==> src/rtl/div_seq_ctrl.sv <==
// div_seq_ctrl: WIDTH-step restoring divider controller with start/ready handshake and divide-by-zero detect.
// Define SIGNED_DIV_EN for two's-complement operands; unsigned-only when undefined.
module div_seq_ctrl #(
    parameter int WIDTH = 16,
    parameter int CNT_W = 5
) (
    input  logic             clk,
    input  logic             rst,
    input  logic             start,
    input  logic [WIDTH-1:0] dividend,
    input  logic [WIDTH-1:0] divisor,
    output logic             ready,
    output logic             busy,
    output logic             done,
    output logic [WIDTH-1:0] quotient,
    output logic [WIDTH-1:0] remainder,
    output logic             div_zero
);
    typedef enum logic [1:0] {IDLE, LOAD, ITER, DONE} state_t;

    state_t           r_state, w_next;
    logic [WIDTH-1:0] r_a, r_b, r_q, r_quot, r_rem;
    logic [WIDTH:0]   r_r;
    logic [CNT_W-1:0] r_cnt;
    logic             r_dz;
    logic [WIDTH:0]   w_rs, w_t, w_rn;
    logic [WIDTH-1:0] w_qn, w_qf, w_rf, w_amag, w_bmag;
    logic             w_last;

`ifdef SIGNED_DIV_EN
    logic r_sb;
    assign w_amag = r_a[WIDTH-1] ? -r_a : r_a;
    assign w_bmag = r_b[WIDTH-1] ? -r_b : r_b;
    assign w_qf   = (r_a[WIDTH-1] ^ r_sb) ? -w_qn : w_qn;
    assign w_rf   = r_a[WIDTH-1] ? -w_rn[WIDTH-1:0] : w_rn[WIDTH-1:0];

    // divisor sign must survive LOAD, which overwrites r_b with its magnitude
    always_ff @(posedge clk or negedge rst) begin
        if (!rst)
            r_sb <= 1'b0;
        else if (r_state == IDLE && start)
            r_sb <= divisor[WIDTH-1];
    end
`else
    assign w_amag = r_a;
    assign w_bmag = r_b;
    assign w_qf   = w_qn;
    assign w_rf   = w_rn[WIDTH-1:0];
`endif

    assign w_last    = r_cnt == CNT_W'(WIDTH - 1);
    assign ready     = r_state == IDLE;
    assign busy      = r_state != IDLE;
    assign done      = r_state == DONE;
    assign quotient  = r_quot;
    assign remainder = r_rem;
    assign div_zero  = r_dz;

    // one restoring step: shift {R,Q}, trial subtract, keep or restore
    always_comb begin
        w_rs = (WIDTH + 1)'({r_r, r_q[WIDTH-1]});
        w_t  = w_rs - {1'b0, r_b};
        w_rn = w_t[WIDTH] ? w_rs : w_t;
        w_qn = {r_q[WIDTH-2:0], ~w_t[WIDTH]};
    end

    // state register
    always_ff @(posedge clk or negedge rst) begin
        if (!rst)
            r_state <= IDLE;
        else
            r_state <= w_next;
    end

    // next-state sequencing
    always_comb begin
        w_next = r_state;
        case (r_state)
            IDLE:    w_next = start ? LOAD : IDLE;
            LOAD:    w_next = (r_b == '0) ? DONE : ITER;
            ITER:    w_next = w_last ? DONE : ITER;
            default: w_next = IDLE;
        endcase
    end

    // operand capture, iteration state and result registers loaded on entry to DONE
    always_ff @(posedge clk or negedge rst) begin
        if (!rst) begin
            r_a    <= '0;
            r_b    <= '0;
            r_q    <= '0;
            r_r    <= '0;
            r_cnt  <= '0;
            r_quot <= '0;
            r_rem  <= '0;
            r_dz   <= 1'b0;
        end else if (r_state == IDLE) begin
            if (start) begin
                r_a <= dividend;
                r_b <= divisor;
            end
        end else if (r_state == LOAD) begin
            r_r   <= '0;
            r_q   <= w_amag;
            r_b   <= w_bmag;
            r_cnt <= '0;
            if (r_b == '0) begin
                r_quot <= '1;
                r_rem  <= r_a;
                r_dz   <= 1'b1;
            end
        end else if (r_state == ITER) begin
            r_r   <= w_rn;
            r_q   <= w_qn;
            r_cnt <= r_cnt + 1'b1;
            if (w_last) begin
                r_quot <= w_qf;
                r_rem  <= w_rf;
                r_dz   <= 1'b0;
            end
        end
    end
endmodule

==> config.mk <==
export PLATFORM = sky130hd
export DESIGN_NAME = div_seq_ctrl
export DESIGN_NICKNAME = d
export VERILOG_FILES = /design/src/rtl/div_seq_ctrl.sv
export SDC_FILE = /design/constraint.sdc
export NUM_CORES = 1
export LEC_CHECK = 0
export CAP_MARGIN = 0
export CORE_MARGIN = 2
export CORE_UTILIZATION = 35
export CTS_BUF_LIST = sky130_fd_sc_hd__clkbuf_16
export DETAILED_ROUTE_END_ITERATION = 16
export REMOVE_ABC_BUFFERS = 1
export SLEW_MARGIN = 10
export SYNTH_ARGS = -nofsm -noshare
export SYNTH_HDL_FRONTEND = slang
export SYNTH_SLANG_ARGS = --single-unit
==> constraint.sdc <==
create_clock -name clk -period 6.3 [get_ports clk]
set_input_delay 0.945 -clock clk [delete_from_list [all_inputs] [get_ports clk]]
set_output_delay 0.945 -clock clk [all_outputs]
set_load 0.01 [all_outputs]
==> run metrics <==
Die Footprint=0.01711 mm^2; Final Max Slew Viols=0; Slew HR=18.85%; CTS tree=built; overall die width=130.8 um; Worst Tran Pin Value=1.209 ns; most common cell in the netlist=dfrtp_1; post-CTS resize count=0; Post-DRT Antenna Nets=0; RR Startpoint=r_state[1]; residual DRC count=0; CP Max Fanout=55; synth unique cells=62; clock-pin slew on the worst setup and hold paths=0.08 ns; sequential element share of the synthesized area=46.25%; maximum vdd drop=0.2513 mV; routability-driven placement congestion ratio=0.8373; Hold Vio Cnt, Final=0; router iterations before antenna repair=6; core area=0.01577 mm^2; top_reg_cell synth=dfrtp_1; Worst Skew=0.01558 ns; MaxCap Viol Count=0; first-pass GRT wire length=21.71 mm; worst hold slack=0.4682 ns; Arrival @ worst endpoint=4.31 ns; Hold Path End=quotient[3]; Syn Std Cell Area=0.005627 mm^2; reg2reg setup slack=2.27 ns; row count=46; crit path kind=flip-flop to flip-flop; total number of H-tree levels=3; DP Worst Slack=2.274 ns; CTS Root Cell=clkbuf_16; most frequent cells after synthesis=104 x dfrtp_1, 77 x nand2_1, 42 x nor2_1, 36 x a21oi_1, 35 x o21ai_0; status=finished, final reports clean; DR WL/cell=15.87 um; number of synthesized flops with an enable pin=0; via count=4,388; FF+latch count, synth=104; hold buffers post-CTS=0; Initial Util=35.68%; Min-Delay Startpoint=quotient[3]; # IOs=71; Post-CTS Setup Repair Bufs=0; pin count of the biggest net entering global routing=69; CTS Buf Count=9; Synth top area share=46.25%; setup TNS=0 ns; port bufs=70; mean post-synth cell area=9.889 um^2; Final HPWL DP=9.581 mm; Gate Count Post-Synth=569; layout cell share with drive strength beyond 1=10.83%; vias in the first global route=4,155; Ant. Diodes=0; LEAKAGE=2.963 nW; Synth Warn #=0; reg2reg path depth=9; worst min path class=flip-flop to flip-flop; Final setup viols=0; P per Cell Area=610.0 mW/mm^2; Pwr Total=4.108 mW; fill count=1,567; Hold Crit Depth=2; RSZ-0062 raised after global routing=no; Final nets=681; worst-skew pair later-pin latency=0.36 ns; post-route insts no fill=844; kind of start point of the critical path=flip-flop; maximum clock path buffer count=2; Final Routed Wirelength=13.39 mm; ys async rst share=100.0%; All-Layer GR Usage=16.44%; period utilisation layout=64.05%; RR Endpoint=remainder[12]; Final WS setup=2.265 ns; post-synth top area cell=dfrtp_1; crit end category=flip-flop; Max Fclk=247.8 MHz; CTS sink cnt=104; initial antenna violation count=0; vias per std cell=5.199; largest cells by area after synthesis=dfrtp_1 46%, mux2_2 6.6%, nand2_1 5.1%; min cycle time layout=4.035 ns; remaining global-route overflow=0; Detailed Route Iter0 Violations=290; Die Y=130.8 um; area grow syn2layout=19.68%; CP required=6.57 ns; Placed Cells incl. Taps=828
routing by layer:
layer  up-vias  share of wire (%)  global-route usage, %
met5         -                  0                      0
li1       2110                  -                      -
met3        11                4.1                  3.257
met2        97                 46                  25.83
met4         0                1.2                  4.506
met1      2170                 49                  23.29
placed cells by master, fill, tap and decap left out, drive strengths merged, types with 2 or more instances in the layout:
master and n:
clkinv 5, o22ai 6, nand2 77, o221ai 2, a21o 8, xnor2 7, nor3b 3, o2bb2ai 3
o211ai 5, nand2b 3, a31o 4, o2111ai 2, buf 5, ha 22, o21ai 36, or3 5
and3 5, nor3 6, a31oi 9, and2 3, nor2b 8, nand4 4, nor2 42, mux2 35
a211o 2, nand3 14, mux2i 22, clkdlybuf4s50 69, clkbuf 9, o31ai 9, xor2 7, o21a 3
or4 3, o41ai 2, dfrtp 104, a21oi 38, inv 29
power by group:
group | switching (mW) | internal (mW) | total, mW
clock | 0.265 | 0.312 | 0.577
sequential | 0.248 | 0.970 | 1.22
combinational | 1.30 | 1.01 | 2.31
total | 1.81 | 2.29 | 4.11
registers in the layout (all words and copies together) (netlist names):
name       count
quotient      16
r_a           16
r_b           16
r_q           16
r_r           16
remainder     16
r_cnt          5
r_state        2
div_zero       1
metrics by stage:
stage               instance area [um^2]  util (%)
global route                        6734     42.70
global placement                    6430     40.77
floorplan                           5429         -
detailed placement                  6430     40.77
CTS                                 6734     42.70
finish                              6734     42.70
cell families after synthesis:
kind of cell / count (synthesis) / share of synthesized area, %
DFF: 104 / 46.25
adders and majority gates: 23 / 5.248
muxes: 57 / 10.99
xor gates and xnor gates: 14 / 2.313
buffers and inverters: 59 / 5.381
AOI/OAI and AO/OA: 136 / 15.70
and+or+nand+nor: 176 / 14.12
critical path, stage by stage, from the launching register on:
cell and delay, ns:
dfrtp_1 0.39, inv_1 0.08, ha_1 0.27, buf_4 0.44, clkinv_1 0.56, or4b_1 0.87, nand2_1 0.86, nor2_1 0.15
a21o_1 0.21, o31ai_2 0.06
final cells by class:
| class | count | area [um^2] | share of cell area, % |
|---|---|---|---|
| Inverter | 28 | 105.1 | 1.561 |
| Timing Repair Buffer | 74 | 728.2 | 10.81 |
| Multi-Input combinational cell | 406 | 2724 | 40.45 |
| Sequential cell | 104 | 2603 | 38.65 |
| Tap cell | 216 | 270.3 | 4.013 |
| Clock buffer | 9 | 225.2 | 3.344 |
| Clock inverter | 7 | 78.83 | 1.171 |
how the worst max path moves through the flow:
stage                     depth (start not counted)       start  slack [ns]             to
after floorplan                                   9  r_state[1]        2.05  remainder[12]
after global placement                            9  r_state[0]        2.46  remainder[12]
after detailed placement                          8  r_state[0]        2.27  remainder[10]
after CTS                                         9  r_state[1]        2.24  remainder[12]
after global routing                              9  r_state[1]        1.82  remainder[14]
final                                             9  r_state[1]        2.27  remainder[12]
Note: power is estimated with default switching activity, not from simulation.
